### config.mk
export PLATFORM = sky130hd
export DESIGN_NAME = serial_subtractor32
export DESIGN_NICKNAME = d
export VERILOG_FILES = /design/src/rtl/subtractor_pkg.sv /design/src/rtl/onebit_full_subtractor.sv /design/src/rtl/serial_subtractor32.sv
export SDC_FILE = /design/constraint.sdc
export NUM_CORES = 1
export LEC_CHECK = 0
export BUFFER_PORTS_ARGS = -buffer_cell sky130_fd_sc_hd__buf_2
export CAP_MARGIN = 15
export CORE_AREA = 4 4 115 117
export DETAILED_ROUTE_END_ITERATION = 6
export DIE_AREA = 0 0 119 121
export PLACE_DENSITY = 0.71
export SLEW_MARGIN = 20
export SYNTH_ARGS = -nofsm -noshare
export SYNTH_HDL_FRONTEND = slang
export SYNTH_SLANG_ARGS = --single-unit
### constraint.sdc
create_clock -name clk -period 5.6 [get_ports clk]
set_clock_uncertainty 0.2 [all_clocks]
set_input_delay 1.12 -clock clk [delete_from_list [all_inputs] [get_ports clk]]
set_output_delay 1.12 -clock clk [all_outputs]
set_load 0.02 [all_outputs]
### src/rtl/subtractor_pkg.sv
// Shared definitions for the bit-serial subtractor: default width, FSM state
// encoding and the two's-complement overflow rule.
package subtractor_pkg;

    localparam int DEFAULT_WIDTH = 32;

    typedef logic [1:0] state_t;

    localparam state_t S_IDLE = 2'b00;
    localparam state_t S_RUN  = 2'b01;
    localparam state_t S_DONE = 2'b10;

    // Subtraction overflows only when operand signs differ and the result's
    // sign departs from the minuend's sign.
    function automatic logic sub_overflow(input logic a_msb,
                                          input logic b_msb,
                                          input logic d_msb);
        return (a_msb != b_msb) && (d_msb != a_msb);
    endfunction

endpackage

### src/rtl/onebit_full_subtractor.sv
// Combinational one-bit full subtractor: difference and borrow out of x - y - br.
module onebit_full_subtractor (
    input  logic x,
    input  logic y,
    input  logic br_in,
    output logic d,
    output logic br_out
);

    assign d      = x ^ y ^ br_in;
    assign br_out = (~x & y) | (~(x ^ y) & br_in);

endmodule

### src/rtl/serial_subtractor32.sv
// Bit-serial subtractor: one bit per cycle, LSB first, through a single reused
// one-bit full subtractor. Results are registered and held until the next completion.
module serial_subtractor32
    import subtractor_pkg::*;
#(
    parameter int WIDTH = DEFAULT_WIDTH
) (
    input  logic             clk,
    input  logic             rst_n,
    input  logic             start,
    input  logic [WIDTH-1:0] a,
    input  logic [WIDTH-1:0] b,
    input  logic             bin,
    output logic             busy,
    output logic             done,
    output logic [WIDTH-1:0] diff,
    output logic             bout,
    output logic             ovf
);

    localparam int CNT_W = $clog2(WIDTH + 1);

    state_t             state_q, state_d;
    logic [CNT_W-1:0]   cnt_q, cnt_d;
    logic [WIDTH-1:0]   a_q, a_d;
    logic [WIDTH-1:0]   b_q, b_d;
    logic               a_msb_q, a_msb_d;
    logic               b_msb_q, b_msb_d;
    logic               br_q, br_d;
    logic [WIDTH-1:0]   res_q, res_d;
    logic [WIDTH-1:0]   diff_q, diff_d;
    logic               bout_q, bout_d;
    logic               ovf_q, ovf_d;

    logic               bit_d;
    logic               bit_br;
    logic               last_bit;

    // Operand registers shift right each RUN cycle, so bit 0 is always the
    // current bit; the sign bits are kept aside for the overflow check.
    onebit_full_subtractor u_fs (
        .x      (a_q[0]),
        .y      (b_q[0]),
        .br_in  (br_q),
        .d      (bit_d),
        .br_out (bit_br)
    );

    assign last_bit = (cnt_q == CNT_W'(WIDTH - 1));

    always_comb begin
        // NOTE: every signal gets a default here so no path leaves it unassigned
        // and no latch is inferred.
        state_d = state_q;
        cnt_d   = cnt_q;
        a_d     = a_q;
        b_d     = b_q;
        a_msb_d = a_msb_q;
        b_msb_d = b_msb_q;
        br_d    = br_q;
        res_d   = res_q;
        diff_d  = diff_q;
        bout_d  = bout_q;
        ovf_d   = ovf_q;

        case (state_q)
            S_IDLE: begin
                if (start) begin
                    a_d     = a;
                    b_d     = b;
                    a_msb_d = a[WIDTH-1];
                    b_msb_d = b[WIDTH-1];
                    br_d    = bin;
                    cnt_d   = '0;
                    state_d = S_RUN;
                end
            end

            S_RUN: begin
                a_d   = a_q >> 1;
                b_d   = b_q >> 1;
                br_d  = bit_br;
                res_d = {bit_d, res_q[WIDTH-1:1]};
                cnt_d = cnt_q + CNT_W'(1);
                if (last_bit) begin
                    diff_d  = {bit_d, res_q[WIDTH-1:1]};
                    bout_d  = bit_br;
                    ovf_d   = sub_overflow(a_msb_q, b_msb_q, bit_d);
                    state_d = S_DONE;
                end
            end

            S_DONE: begin
                state_d = S_IDLE;
            end

            default: begin
                state_d = S_IDLE;
            end
        endcase
    end

    // NOTE: the datapath registers are reset too, so the outputs and the
    // internal borrow read zero immediately when rst_n falls.
    always_ff @(posedge clk or negedge rst_n) begin
        if (!rst_n) begin
            state_q <= S_IDLE;
            cnt_q   <= '0;
            a_q     <= '0;
            b_q     <= '0;
            a_msb_q <= 1'b0;
            b_msb_q <= 1'b0;
            br_q    <= 1'b0;
            res_q   <= '0;
            diff_q  <= '0;
            bout_q  <= 1'b0;
            ovf_q   <= 1'b0;
        end else begin
            // NOTE: non-blocking assignments keep every register sampling the
            // pre-edge values regardless of statement order.
            state_q <= state_d;
            cnt_q   <= cnt_d;
            a_q     <= a_d;
            b_q     <= b_d;
            a_msb_q <= a_msb_d;
            b_msb_q <= b_msb_d;
            br_q    <= br_d;
            res_q   <= res_d;
            diff_q  <= diff_d;
            bout_q  <= bout_d;
            ovf_q   <= ovf_d;
        end
    end

    assign busy = (state_q == S_RUN);
    assign done = (state_q == S_DONE);
    assign diff = diff_q;
    assign bout = bout_q;
    assign ovf  = ovf_q;

endmodule
==> results of run 1 <==
==> cell families after synthesis <==
group / count (synthesis) / share of synthesized area
DFF: 140 / 0.588
adders and majority gates: 2 / 0.00546
xor gates and xnor gates: 1 / 0.00147
AOI/OAI and AO/OA: 150 / 0.156
buffers and inverters: 46 / 0.0372
and+or+nand+nor: 174 / 0.123
muxes: 38 / 0.0888
==> cells in the mapped netlist, types with 2 or more instances <==
library cell	n	area, um2
sky130_fd_sc_hd__mux2_2	7	78.8
sky130_fd_sc_hd__a21oi_1	11	55.1
sky130_fd_sc_hd__mux2_4	28	420
sky130_fd_sc_hd__o21ai_0	70	350
sky130_fd_sc_hd__clkbuf_1	20	75.1
sky130_fd_sc_hd__buf_6	3	33.8
sky130_fd_sc_hd__dfrtp_1	140	3500
sky130_fd_sc_hd__inv_1	4	15.0
sky130_fd_sc_hd__nand2b_1	4	25.0
sky130_fd_sc_hd__nor2b_1	14	87.6
sky130_fd_sc_hd__buf_4	2	15.0
sky130_fd_sc_hd__mux2i_1	3	30.0
sky130_fd_sc_hd__a2bb2oi_1	3	26.3
sky130_fd_sc_hd__nand4_1	2	12.5
sky130_fd_sc_hd__buf_2	15	75.1
sky130_fd_sc_hd__a22o_1	3	26.3
sky130_fd_sc_hd__nand2_1	147	552
sky130_fd_sc_hd__a22oi_1	61	458
==> final timing paths <==
kind                                        to  depth (start not counted)                   start
min                         b_q[4]$_DFFE_PN0P_                          2      b_q[4]$_DFFE_PN0P_
max reg2reg                diff[6]$_DFFE_PN0P_                          4  state_q[1]$_DFFE_PN0P_
min reg2reg                 b_q[4]$_DFFE_PN0P_                          2      b_q[4]$_DFFE_PN0P_
max in group asynchronous  b_q[18]$_DFFE_PN0P_                          2                   rst_n
max                                       busy                          3  state_q[1]$_DFFE_PN0P_
min in group asynchronous  diff[6]$_DFFE_PN0P_                          1                   rst_n
==> per-stage QoR <==
| step | cells | worst slack, ps |
|---|---|---|
| 3_5_place_dp | 790 | 2540 |
| 2_1_floorplan | 551 | 3110 |
| 4_1_cts | 820 | 2360 |
| 3_3_place_gp | 790 | 2650 |
| 6_report | 821 | 2380 |
| 5_1_grt | 821 | 2280 |
==> registers in the layout, indices dropped and copies added, names as in the netlist <==
signal   flops
a_msb_q      1
a_q         32
b_msb_q      1
b_q         32
bout         1
br_q         1
cnt_q        6
diff        32
ovf          1
res_q       31
state_q      2
==> worst reg2reg max path: stages (launching register included) <==
cell and delay, ps:
sky130_fd_sc_hd__dfrtp_2 390, sky130_fd_sc_hd__nand2b_1 160, sky130_fd_sc_hd__inv_2 630, sky130_fd_sc_hd__nand3_4 760, sky130_fd_sc_hd__mux2_4 530
==> power by group through the flow <==
stage          Combinational (mW)  Clock (mW)  Sequential [mW]
2_1_floorplan               0.677           0             1.71
5_1_grt                      1.16        1.11             1.71
3_5_place_dp                 1.04           0             1.67
3_3_place_gp                0.991           0             1.65
6_report                     1.03        1.03             1.66
4_1_cts                      1.04        1.05             1.66
==> cell type report <==
| cell class | count | area, um2 | share of cell area |
|---|---|---|---|
| flip-flops and latches | 140 | 3510 | 0.492 |
| multi-input cells | 365 | 2250 | 0.316 |
| repair buffers | 109 | 587 | 0.0824 |
| clock buffers | 22 | 474 | 0.0666 |
| well taps | 172 | 215 | 0.0302 |
| clock inverters | 8 | 70.1 | 0.00984 |
| inverters | 5 | 18.8 | 0.00263 |
==> routing by layer <==
layer	GRT usage	vias up
li1	-	2077
met1	0.235	2150
met2	0.290	103
met3	0.0569	13
met4	0.0673	0
met5	0	-
==> results.md, run 1 <==
Critical path:
- The data arrival time of the worst path is ~1900 ps.
- For flop-to-flop paths, the worst setup slack is ~2800 ps.
- The delay of the slowest critical-path stage is between 600 and 700 ps.
- The type of the worst setup path is reg -> out.
- STA puts the critical path data required time at around 4300 ps.
- The largest delay contributor family on the critical path is buffers and inverters.
- STA classifies the critical path startpoint as a flop.
- The signal on the critical path passes through nand2b_1, inv_2, buf_2.
- The maximum net fanout on the critical path is 48.
- The kind of end point of the critical path is an output pin.
- Together, buffers and inverters on the worst path number 2.
- The slowest stage of the critical path is the sky130_fd_sc_hd__inv_2 cell.

Timing:
- The peak clock frequency supported by timing is between 300 and 400 MHz.
- The worst relative slew slack is 0.371.
- For the pin with the worst max-slew slack, the measured transition is roughly 940 ps.
- Setup violations remaining at the end of the flow were counted as 0.
- In the finished design, the share of the clock period the worst path needs comes to 0.575.
- The count of final hold-check violations is 0.
- Setup repair after global routing left no endpoint under its margin.
- The final max-slew violation count was 0.
- Counting I/O delays and the setup requirement, the final critical path takes ~3200 ps.
- In the final timing run, aggregate negative setup slack is 0 ps.
- The final hold slack is 278 ps.

Status:
- The run finished with clean final reports.

Floorplanning:
- The initial utilization of the core area, before any placement, comes to 0.482.
- The die is roughly 120 um tall.
- The die covers 14400 um2.
- The number of placed I/O pins is roughly 100.
- After floorplanning, the core was divided into 41 placement rows.
- The die is between 100 and 150 um wide.
- The area of the placeable core is approximately 12000 um2.

Synthesis:
- Averaged over all synthesized cells, the footprint is between 10 and 15 um2.
- The proportion of synthesized flip-flops having asynchronous set or reset is 1.00.
- The post-synthesis sequential area ratio is 0.588.
- The count of synthesis-stage warnings from yosys is 0.
- Synthesis produced a netlist whose cell count is roughly 550.
- The mapped netlist covers just under 6000 um2.
- The most common flop cell mapped by yosys is sky130_fd_sc_hd__dfrtp_1.
- The number of enable flip-flop cells after synthesis is 0.
- The post-synth net total is 621.
- The netlist uses 32 different library cells.
- Counting flops and latches in the post-synthesis netlist gives 140.

Detailed routing:
- The detailed-router iteration count before antenna repair is 4.
- The number of routed nets with antenna violations is 0.
- After detailed routing, the number of remaining DRC violations is 0.
- After detailed routing, the met3 layer carries about 590 um of wire.
- The length of routed met2 wiring is around 6200 um.
- In the final routing, the length of wire on met1 measures between 5000 and 6000 um.
- Summed over all layers, the routed wires come to 12500 um.
- The average routed wire per standard cell is 15.2 um.
- In this run, the number of DRC markers left after iteration 0 of detailed routing was 331.
- Detailed routing inserted a total of around 4300 vias.
- The via density per instance is around 5.3.
- Routed signal wires occupy layers up through met4.

Cells and area:
- Measured on the finished design, the core utilization comes to 0.576.
- The leading cell type in the layout, fill and taps excluded is sky130_fd_sc_hd__nand2_1.
- The filler cells instantiated in the layout total about 1000.
- The final layout contains 708 nets.
- Compared with the post-synthesis result, the final layout area differs by 19.6%.
- The cell area after layout is 7120 um2.
- The number of diodes added for antenna fixing is 0.
- Leaving out fill and tap cells, the most frequent cells in the layout are 147 x sky130_fd_sc_hd__nand2_1, 138 x sky130_fd_sc_hd__dfrtp_1, 102 x sky130_fd_sc_hd__buf_2.
- In the final layout, the share of cells above drive strength 1 is 0.274.

Placed design:
- During placement, the flow inserted port buffers numbering around 100.
- The half-perimeter wire length of the detailed placement result is 7800 um.
- The congestion estimate from routability-driven global placement came to approximately 0.74.
- The placed standard-cell area is roughly 6600 um2.

Global route:
- The total congestion overflow after global routing is 0.
- Entering global routing, the biggest net connects between 90 and 100 pins.
- Across every metal layer, demand over resource in global routing totals 0.182.
- The number of antenna violations at the first check in global routing came to 0.
- The first global-routing pass estimated around 21000 um of wire.
- The number of global-route vias before repair is between 4000 and 5000.

Power and ir drop:
- The net switching power figure is 1.21 mW.
- The share of power burned in combinational logic is 0.277.
- The power per standard cell area is around 520 nW/um2.
- The reported leakage power is around 3.5 nW.
- The share of total power dissipated in sequential elements is 0.446.
- The relative contribution of the clock network to total power is 0.276.
- The largest voltage drop on the vdd net is 0.000275 V.
- Of the total power, the share spent switching nets is 0.326.
- The internal power component is 2.50 mW.
- The overall power of the completed layout is ~3.7 mW.

Clock tree:
- In this run the number of H-tree levels came out at 4.
- The total clock sinks is 140.
- The tree is rooted in a sky130_fd_sc_hd__clkbuf_16.
- The TritonCTS clock tree is yes.
- At the later pin of the worst-skew pair, clock insertion delay measures slightly above 400 ps.
- The quantity of gates resized following cts is 0.
- The number of clock buffers added by TritonCTS is 17.
- The number of setup buffers added after CTS is 0.
- The count of hold-fix buffers inserted at cts is 0.
- The CTS clock-pin slew for the worst setup and hold paths is ~60 ps.
- Counting along the longest clock path gives a buffer depth of 2.

Min path:
- The class of the tightest hold or removal check is reg -> reg.

Flow run:
- The max-cap check violation count is 0.
Note: power is estimated with default switching activity, not from simulation.
==> inputs of run 2 (changes only) <==
--- a/config.mk
+++ b/config.mk
@@ -10,7 +10,7 @@
 export CORE_AREA = 4 4 115 117
 export DETAILED_ROUTE_END_ITERATION = 6
 export DIE_AREA = 0 0 119 121
-export PLACE_DENSITY = 0.71
+export PLACE_DENSITY = 0.74
 export SLEW_MARGIN = 20
 export SYNTH_ARGS = -nofsm -noshare
 export SYNTH_HDL_FRONTEND = slang
==> constraint.sdc (replaced) <==
create_clock -name clk -period 2.95 [get_ports clk]
set_clock_uncertainty 0.2 [all_clocks]
set_input_delay 0.59 -clock clk [delete_from_list [all_inputs] [get_ports clk]]
set_output_delay 0.59 -clock clk [all_outputs]
set_load 0.02 [all_outputs]
==> results.md, run 2 (synthesis gave the netlist of run 1 again) <==
Status:
- Result of the run: finished clean (unchanged).

Clock tree:
- The maximum level of the CTS H-tree is 4 (unchanged).
- The latest clock arrival within the worst-skew pair is 420 ps (was 410 ps).
- The TritonCTS clock tree is yes (unchanged).
- The quantity of gates resized following cts is 0 (unchanged).
- The number of CTS-inserted buffers is 17 (unchanged).
- The total clock sinks is 140 (unchanged).
- The number of setup buffers added after CTS came to 0 (unchanged).
- The count of hold-fix buffers inserted at cts is 1 (was 0).
- The maximum buffer depth of the clock tree came to 2 (unchanged).
- The clock tree root driver cell is sky130_fd_sc_hd__clkbuf_16 (unchanged).
- The CTS clock-pin slew for the worst setup and hold paths is 60 ps (about the same).

Global route:
- The number of antenna violations at the first check in global routing is 0 (unchanged).
- The total congestion overflow after global routing is 0 (unchanged).
- The maximum number of pins on one net before global-route repair is 69 (was 95).
- The total global routing track utilization was 0.193 (was 0.182).
- The number of global-route vias before repair is 4428 (was 4325).
- The first-pass GRT wire length was 22000 um (was 20900 um).

Power and ir drop:
- The reported leakage power was 3.61 nW (was 3.53 nW).
- The power per standard cell area is 1040 nW/um2 (was 522 nW/um2).
- The internal power component was 5.14 mW (was 2.50 mW).
- The net switching power figure is 2.41 mW (was 1.21 mW).
- The switching part of the total power is 0.319 (was 0.326).
- The share of power burned in combinational logic came to 0.262 (was 0.277).
- The largest voltage drop on the vdd net was 0.000527 V (was 0.000275 V).
- The sequential cell fraction of total power is 0.424 (was 0.446).
- The relative contribution of the clock network to total power is 0.314 (was 0.276).

Cells and area:
- The utilization after layout is 0.589 (was 0.576).
- Most frequent cells in the layout: 147 x sky130_fd_sc_hd__nand2_1, 138 x sky130_fd_sc_hd__dfrtp_1, 102 x sky130_fd_sc_hd__buf_2 (unchanged).
- The synthesis-to-finish area growth came to 22.2% (was 19.6%).
- The layout filler cell count was 1006 (was 1048).
- The cell area after layout was 7280 um2 (was 7120 um2).
- The share of cells above drive strength 1 is 0.280 (was 0.274).
- The number of nets in the layout was 713 (was 708).
- The number of diodes added for antenna fixing was 0 (unchanged).
- The leading cell type in the layout, fill and taps excluded is sky130_fd_sc_hd__nand2_1 (unchanged).
- The number of cells in the finished layout apart from fillers is 828 (was 821).
- The multi-input combinational cell area was 2250 um2 (unchanged).
- The area taken by flip-flops and latches is 3510 um2 (unchanged).

Min path:
- The class of the tightest hold or removal check is in -> reg (was reg -> reg).

Timing:
- The setup TNS is 0 ps (unchanged).
- The peak clock frequency supported by timing is approximately 400 MHz.
- The worst relative slew slack came to 0.546 (was 0.371).
- The transition time of the tightest slew-check pin is 681 ps (was 942 ps).
- The count of final hold-check violations was 0 (unchanged).
- The final-report setup violation count is 0 (unchanged).
- The final max-slew violation count is 0 (unchanged).
- Dividing the final minimum period by the clock period gives 0.844.
- The smallest clock period supported by the final layout is computed as 2490 ps.
- Unrepaired setup endpoints after global routing: false (unchanged).

Detailed routing:
- The DRC marker count from the first detailed-route iteration was 380 (was 331).
- The via total after detailed routing was 4382 (was 4343).
- The number of routed nets with antenna violations came to 0 (unchanged).
- The post-route DRC violation count is 0 (unchanged).
- The total wire length after detailed routing is 13200 um (was 12500 um).
- The via density per instance came to 5.29 (about the same).
- The detailed-router iteration count before antenna repair is 5 (was 4).
- The average routed wire per standard cell is 15.9 um (was 15.2 um).

Floorplanning:
- The number of placed I/O pins is 104 (unchanged).
- The area of the placeable core is 12400 um2 (unchanged).
- The vertical die dimension is 121 um (unchanged).
- The total die area is 14400 um2 (unchanged).
- The die span in x is 119 um (unchanged).
- The row count was 41 (unchanged).
- The starting density of the core is 0.482 (unchanged).

Critical path:
- The kind of end point of the critical path was an output pin (unchanged).
- The data arrival time of the worst path is 1700 ps (was 1900 ps).
- The maximum net fanout on the critical path came to 22 (was 48).
- The critical path startpoint category is a flop (unchanged).
- The type of the worst setup path is reg -> out (unchanged).
- The required time reported for the critical path endpoint is 2160 ps (was 4280 ps).
- Cell chain of the critical path: nand2b_1, inv_2, buf_2 (unchanged).
- The delay of the slowest critical-path stage is 620 ps (was 630 ps).
- The cell with the largest stage delay on the worst path is sky130_fd_sc_hd__dfrtp_2 (was sky130_fd_sc_hd__inv_2).

Placed design:
- The port buffer count was 103 (unchanged).
- The half-perimeter wire length of the detailed placement result was 8490 um (was 7800 um).
- The placed standard-cell area is 6610 um2 (was 6550 um2).
- The number of placed cells counting well taps came to 795 (was 790).
- The routability-driven placement congestion ratio is 0.732 (was 0.741).

Flow run:
- The max-cap check violation count was 0 (unchanged).
[run 2: path summary, 6_finish.rpt]
| check | from | end | slack [ps] | depth (start not counted) |
|---|---|---|---|---|
| max in group asynchronous | rst_n | state_q[0]$_DFFE_PN0P_ | 1280 | 3 |
| worst max register to register | state_q[0]$_DFFE_PN0P_ | diff[2]$_DFFE_PN0P_ | 490 | 4 |
| min in group asynchronous | rst_n | diff[10]$_DFFE_PN0P_ | 540 | 2 |
| worst max-delay path | state_q[0]$_DFFE_PN0P_ | busy | 460 | 3 |
| worst min register to register | b_q[5]$_DFFE_PN0P_ | b_q[5]$_DFFE_PN0P_ | 280 | 2 |
| worst min-delay path | b[31] | b_q[31]$_DFFE_PN0P_ | 220 | 2 |
[run 2: metal layers]
metal  global-route usage  routed length, um
met1                0.252               5880
met2                0.309               6450
met3               0.0569                664
met4               0.0688                180
met5                    0                  0
[run 2: critical path, delay by kind of cell (launching register included)]
family	cells	cell delay, ps
flops	1	620
buf+inv	2	490
simple gates	1	170
[run 2: power by group through the flow]
stage	combinational [mW]	clock, mW	sequential (mW)
after CTS	2.01	2.42	3.20
after global placement	1.89	0	3.16
final	1.98	2.37	3.20
after floorplan	1.29	0	3.25
after global routing	2.22	2.49	3.30
after detailed placement	1.99	0	3.21
[run 2: area by class of cell]
cell class                 count  share of cell area
sequential                   140               0.482
multi-input combinational    365               0.309
timing repair buffer         114              0.0868
clock buffer                  19              0.0595
clock inverter                13              0.0304
tap                          172              0.0296
inverter                       5             0.00258
[run 2: stage by stage]
stage / hold slack [ps] / power, mW / setup slack [ps]
global route: 208 / 8.01 / 311
global placement: 262 / 5.05 / 560
detailed placement: 268 / 5.21 / 515
finish: 219 / 7.54 / 460
CTS: 197 / 7.63 / 434
floorplan: 94.4 / 4.54 / 993
==> inputs of run 3 (changes only) <==
--- a/config.mk
+++ b/config.mk
@@ -5,12 +5,13 @@
 export SDC_FILE = /design/constraint.sdc
 export NUM_CORES = 1
 export LEC_CHECK = 0
+export ABC_AREA = 1
 export BUFFER_PORTS_ARGS = -buffer_cell sky130_fd_sc_hd__buf_2
 export CAP_MARGIN = 15
-export CORE_AREA = 4 4 115 117
+export CORE_AREA = 4 4 114 116
 export DETAILED_ROUTE_END_ITERATION = 6
-export DIE_AREA = 0 0 119 121
-export PLACE_DENSITY = 0.74
+export DIE_AREA = 0 0 118 120
+export PLACE_DENSITY = 0.72
 export SLEW_MARGIN = 20
 export SYNTH_ARGS = -nofsm -noshare
 export SYNTH_HDL_FRONTEND = slang
==> constraint.sdc (replaced) <==
create_clock -name clk -period 2.32 [get_ports clk]
set_clock_uncertainty 0.2 [all_clocks]
set_input_delay 0.464 -clock clk [delete_from_list [all_inputs] [get_ports clk]]
set_output_delay 0.464 -clock clk [all_outputs]
set_load 0.02 [all_outputs]
==> results.md, run 3 <==
Placed design:
- The number of placed cells counting well taps is 905 (was 795).
- The port buffer count is 103 (unchanged).
- The routability-driven placement congestion ratio is 0.731 (was 0.732).
- The half-perimeter wire length of the detailed placement result came to 8130 um (was 8490 um).

Floorplanning:
- The number of placed I/O pins is 104 (unchanged).
- The starting density of the core is 0.495 (was 0.482).
- The total die area is 14200 um2 (was 14400 um2).
- The area of the placeable core is 11900 um2 (was 12400 um2).
- The die span in x is 118 um (was 119 um).
- The row count is 40 (was 41).
- The vertical die dimension is 120 um (was 121 um).

Critical path:
- The slack of the worst reg-to-reg path came to 500 ps (was 490 ps).
- The reg-to-reg endpoint is diff[12]$_DFFE_PN0P_ (was diff[2]$_DFFE_PN0P_).
- The type of the worst setup path is reg -> out (unchanged).
- The critical path startpoint category is a flop (unchanged).
- The source of the critical timing path was state_q[1]$_DFFE_PN0P_ (was state_q[0]$_DFFE_PN0P_).
- The startpoint of the worst-slack reg-to-reg timing path is cnt_q[1]$_DFFE_PN0P_ (was state_q[0]$_DFFE_PN0P_).
- The endpoint of the worst setup timing path is busy (unchanged).
- The depth of the worst register-to-register path is 6 (was 4).
- The maximum net fanout on the critical path is 5 (was 22).
- The kind of end point of the critical path is an output pin (unchanged).
- The data arrival time of the worst path came to 1280 ps (was 1700 ps).
- The required time reported for the critical path endpoint was 1660 ps (was 2160 ps).

Detailed routing:
- The average routed wire per standard cell was 13.1 um (was 15.9 um).
- The post-route DRC violation count came to 0 (unchanged).
- The total wire length after detailed routing was 12300 um (was 13200 um).
- The DRC marker count from the first detailed-route iteration was 329 (was 380).
- The detailed-router iteration count before antenna repair was 4 (was 5).
- The number of routed nets with antenna violations is 0 (unchanged).
- The via density per instance is 4.96 (was 5.29).
- The via total after detailed routing came to 4648 (was 4382).

Clock tree:
- The number of setup buffers added after CTS is 0 (unchanged).
- The maximum buffer depth of the clock tree is 2 (unchanged).
- The CTS clock-pin slew for the worst setup and hold paths is 60 ps (about the same).
- The latest clock arrival within the worst-skew pair came to 410 ps (was 420 ps).
- The TritonCTS clock tree is yes (unchanged).
- The clock tree root driver cell is sky130_fd_sc_hd__clkbuf_16 (unchanged).
- The number of CTS-inserted buffers is 17 (unchanged).
- The total clock sinks is 140 (unchanged).
- The maximum level of the CTS H-tree was 4 (unchanged).

Global route:
- The first-pass GRT wire length was 21600 um (was 22000 um).
- The number of global-route vias before repair is 4710 (was 4428).
- The total global routing track utilization is 0.188 (was 0.193).
- The maximum number of pins on one net before global-route repair is 55 (was 69).
- The number of antenna violations at the first check in global routing was 0 (unchanged).
- The total congestion overflow after global routing was 0 (unchanged).

Power and ir drop:
- The overall power of the completed layout was 9.63 mW (was 7.54 mW).
- The power per standard cell area was 1350 nW/um2 (was 1040 nW/um2).
- The largest voltage drop on the vdd net came to 0.000625 V (was 0.000527 V).
- The reported leakage power is 3.75 nW (was 3.61 nW).

Cells and area:
- The number of nets in the layout is 848 (was 713).
- The number of diodes added for antenna fixing is 0 (unchanged).
- The share of cells above drive strength 1 came to 0.226 (was 0.280).
- Most frequent cells in the layout: 222 x sky130_fd_sc_hd__nand2_1, 140 x sky130_fd_sc_hd__dfrtp_1, 102 x sky130_fd_sc_hd__buf_2 (was 147 x sky130_fd_sc_hd__nand2_1, 138 x sky130_fd_sc_hd__dfrtp_1, 102 x sky130_fd_sc_hd__buf_2).
- The synthesis-to-finish area growth is 20.7% (was 22.2%).
- The number of cells in the finished layout apart from fillers came to 938 (was 828).
- The leading cell type in the layout, fill and taps excluded is sky130_fd_sc_hd__nand2_1 (unchanged).

Timing:
- The count of final hold-check violations came to 0 (unchanged).
- The transition time of the tightest slew-check pin is 655 ps (was 681 ps).
- The final max-slew violation count is 0 (unchanged).
- Unrepaired setup endpoints after global routing: false (unchanged).
- Static timing analysis puts the maximum clock frequency at roughly 500 MHz.
- The setup TNS came to 0 ps (unchanged).
- The worst relative slew slack is 0.562 (was 0.546).
- Of the available clock period, the critical path in the final layout requires 0.838.
- The final period demand of the worst path is roughly 1900 ps.
- The final-report setup violation count is 0 (unchanged).

Synthesis:
- The combined area of all synthesized cells is 5900 um2 (was 5960 um2).
- The number of different library cells in the post-synthesis netlist is 21 (was 32).
- The proportion of netlist area held by the largest area contributor is 0.594 (was 0.588).
- The cell taking the most area after synthesis is sky130_fd_sc_hd__dfrtp_1 (unchanged).
- The cell with the most instances after synthesis was sky130_fd_sc_hd__nand2_1 (unchanged).
- The proportion of synthesized flip-flops having asynchronous set or reset is 1.00 (unchanged).
- Synth top cells by count: 223 x sky130_fd_sc_hd__nand2_1, 140 x sky130_fd_sc_hd__dfrtp_1, 68 x sky130_fd_sc_hd__nor2_1 (was 147 x sky130_fd_sc_hd__nand2_1, 140 x sky130_fd_sc_hd__dfrtp_1, 70 x sky130_fd_sc_hd__o21ai_0).
- The post-synthesis sequential area ratio is 0.594 (was 0.588).
- The most common flop cell mapped by yosys is sky130_fd_sc_hd__dfrtp_1 (unchanged).
- Cell types with the largest area share after synthesis: sky130_fd_sc_hd__dfrtp_1 59%, sky130_fd_sc_hd__nand2_1 14%, sky130_fd_sc_hd__nand3_1 5.6% (was sky130_fd_sc_hd__dfrtp_1 59%, sky130_fd_sc_hd__nand2_1 9.3%, sky130_fd_sc_hd__a22oi_1 7.7%).
- The mean post-synth cell area is 8.66 um2 (was 10.8 um2).
- The post-synth net total is 751 (was 621).
- The number of enable flip-flop cells after synthesis is 0 (unchanged).
- The gate count of the mapped netlist came to 681 (was 551).
- The number of flip-flops and latches in the synthesized netlist is 140 (unchanged).
- The count of synthesis-stage warnings from yosys was 0 (unchanged).

Status:
- Result of the run: finished clean (unchanged).

Flow run:
- The max-cap check violation count is 0 (unchanged).

Min path:
- The class of the tightest hold or removal check is in -> reg (unchanged).
run 3: worst min path at each step:
| stage | from | to | slack, ps | cells past startpoint |
|---|---|---|---|---|
| floorplan | rst_n | a_msb_q$_DFFE_PN0P_ | -30 | 0 |
| global placement | rst_n | diff[6]$_DFFE_PN0P_ | 250 | 1 |
| detailed placement | rst_n | diff[6]$_DFFE_PN0P_ | 250 | 1 |
| CTS | a[16] | a_q[16]$_DFFE_PN0P_ | 50 | 3 |
| global route | a[14] | a_q[14]$_DFFE_PN0P_ | 40 | 3 |
| finish | a[14] | a_q[14]$_DFFE_PN0P_ | 70 | 3 |
run 3: routing by layer:
layer	global-route usage	routed length, um	vias up
met2	0.307	5900	116
met1	0.240	5490	2165
li1	-	-	2349
met3	0.0481	635	18
met5	0	0	-
met4	0.0755	234	0
run 3: what timing repair did:
item                                   CTS  global route
hold buffers                             1             0
endpoints found under the hold margin   51             0
gates resized for setup                  0             0
run 3: worst max-delay path, cell delays in order, from the launching register on:
cell and delay, ps:
sky130_fd_sc_hd__dfrtp_1 420, sky130_fd_sc_hd__nor2_4 230, sky130_fd_sc_hd__buf_2 210
run 3: cells by family after synthesis:
family | synth area share
and+or+nand+nor | 0.280
DFF | 0.594
AOI/OAI and AO/OA | 0.0645
buffers and inverters | 0.0556
adders and majority gates | 0.00552
run 3: power by group:
part	leakage (nW)	switching, mW	internal (mW)	total (mW)
sequential	1.77	0.549	3.45	4.00
combinational	1.70	1.82	1.12	2.94
clock	0.285	0.951	1.74	2.69
run 3: final cells by class:
class | count | area [um2]
fillers | 1055 | 4790
flip-flops and latches | 140 | 3500
multi-input cells | 468 | 2070
repair buffers | 115 | 639
clock buffers | 25 | 475
well taps | 147 | 184
inverters | 36 | 135
clock inverters | 7 | 113
run 3: stage by stage:
step / area [um2] / setup slack, ps / utilization / hold slack, ps
detailed placement: 6520 / 487 / 0.547 / 251
global placement: 6520 / 564 / 0.547 / 246
finish: 7120 / 376 / 0.598 / 69.4
CTS: 7120 / 340 / 0.598 / 48.2
global route: 7120 / 292 / 0.598 / 43.0
floorplan: 5900 / 668 / - / -31.6
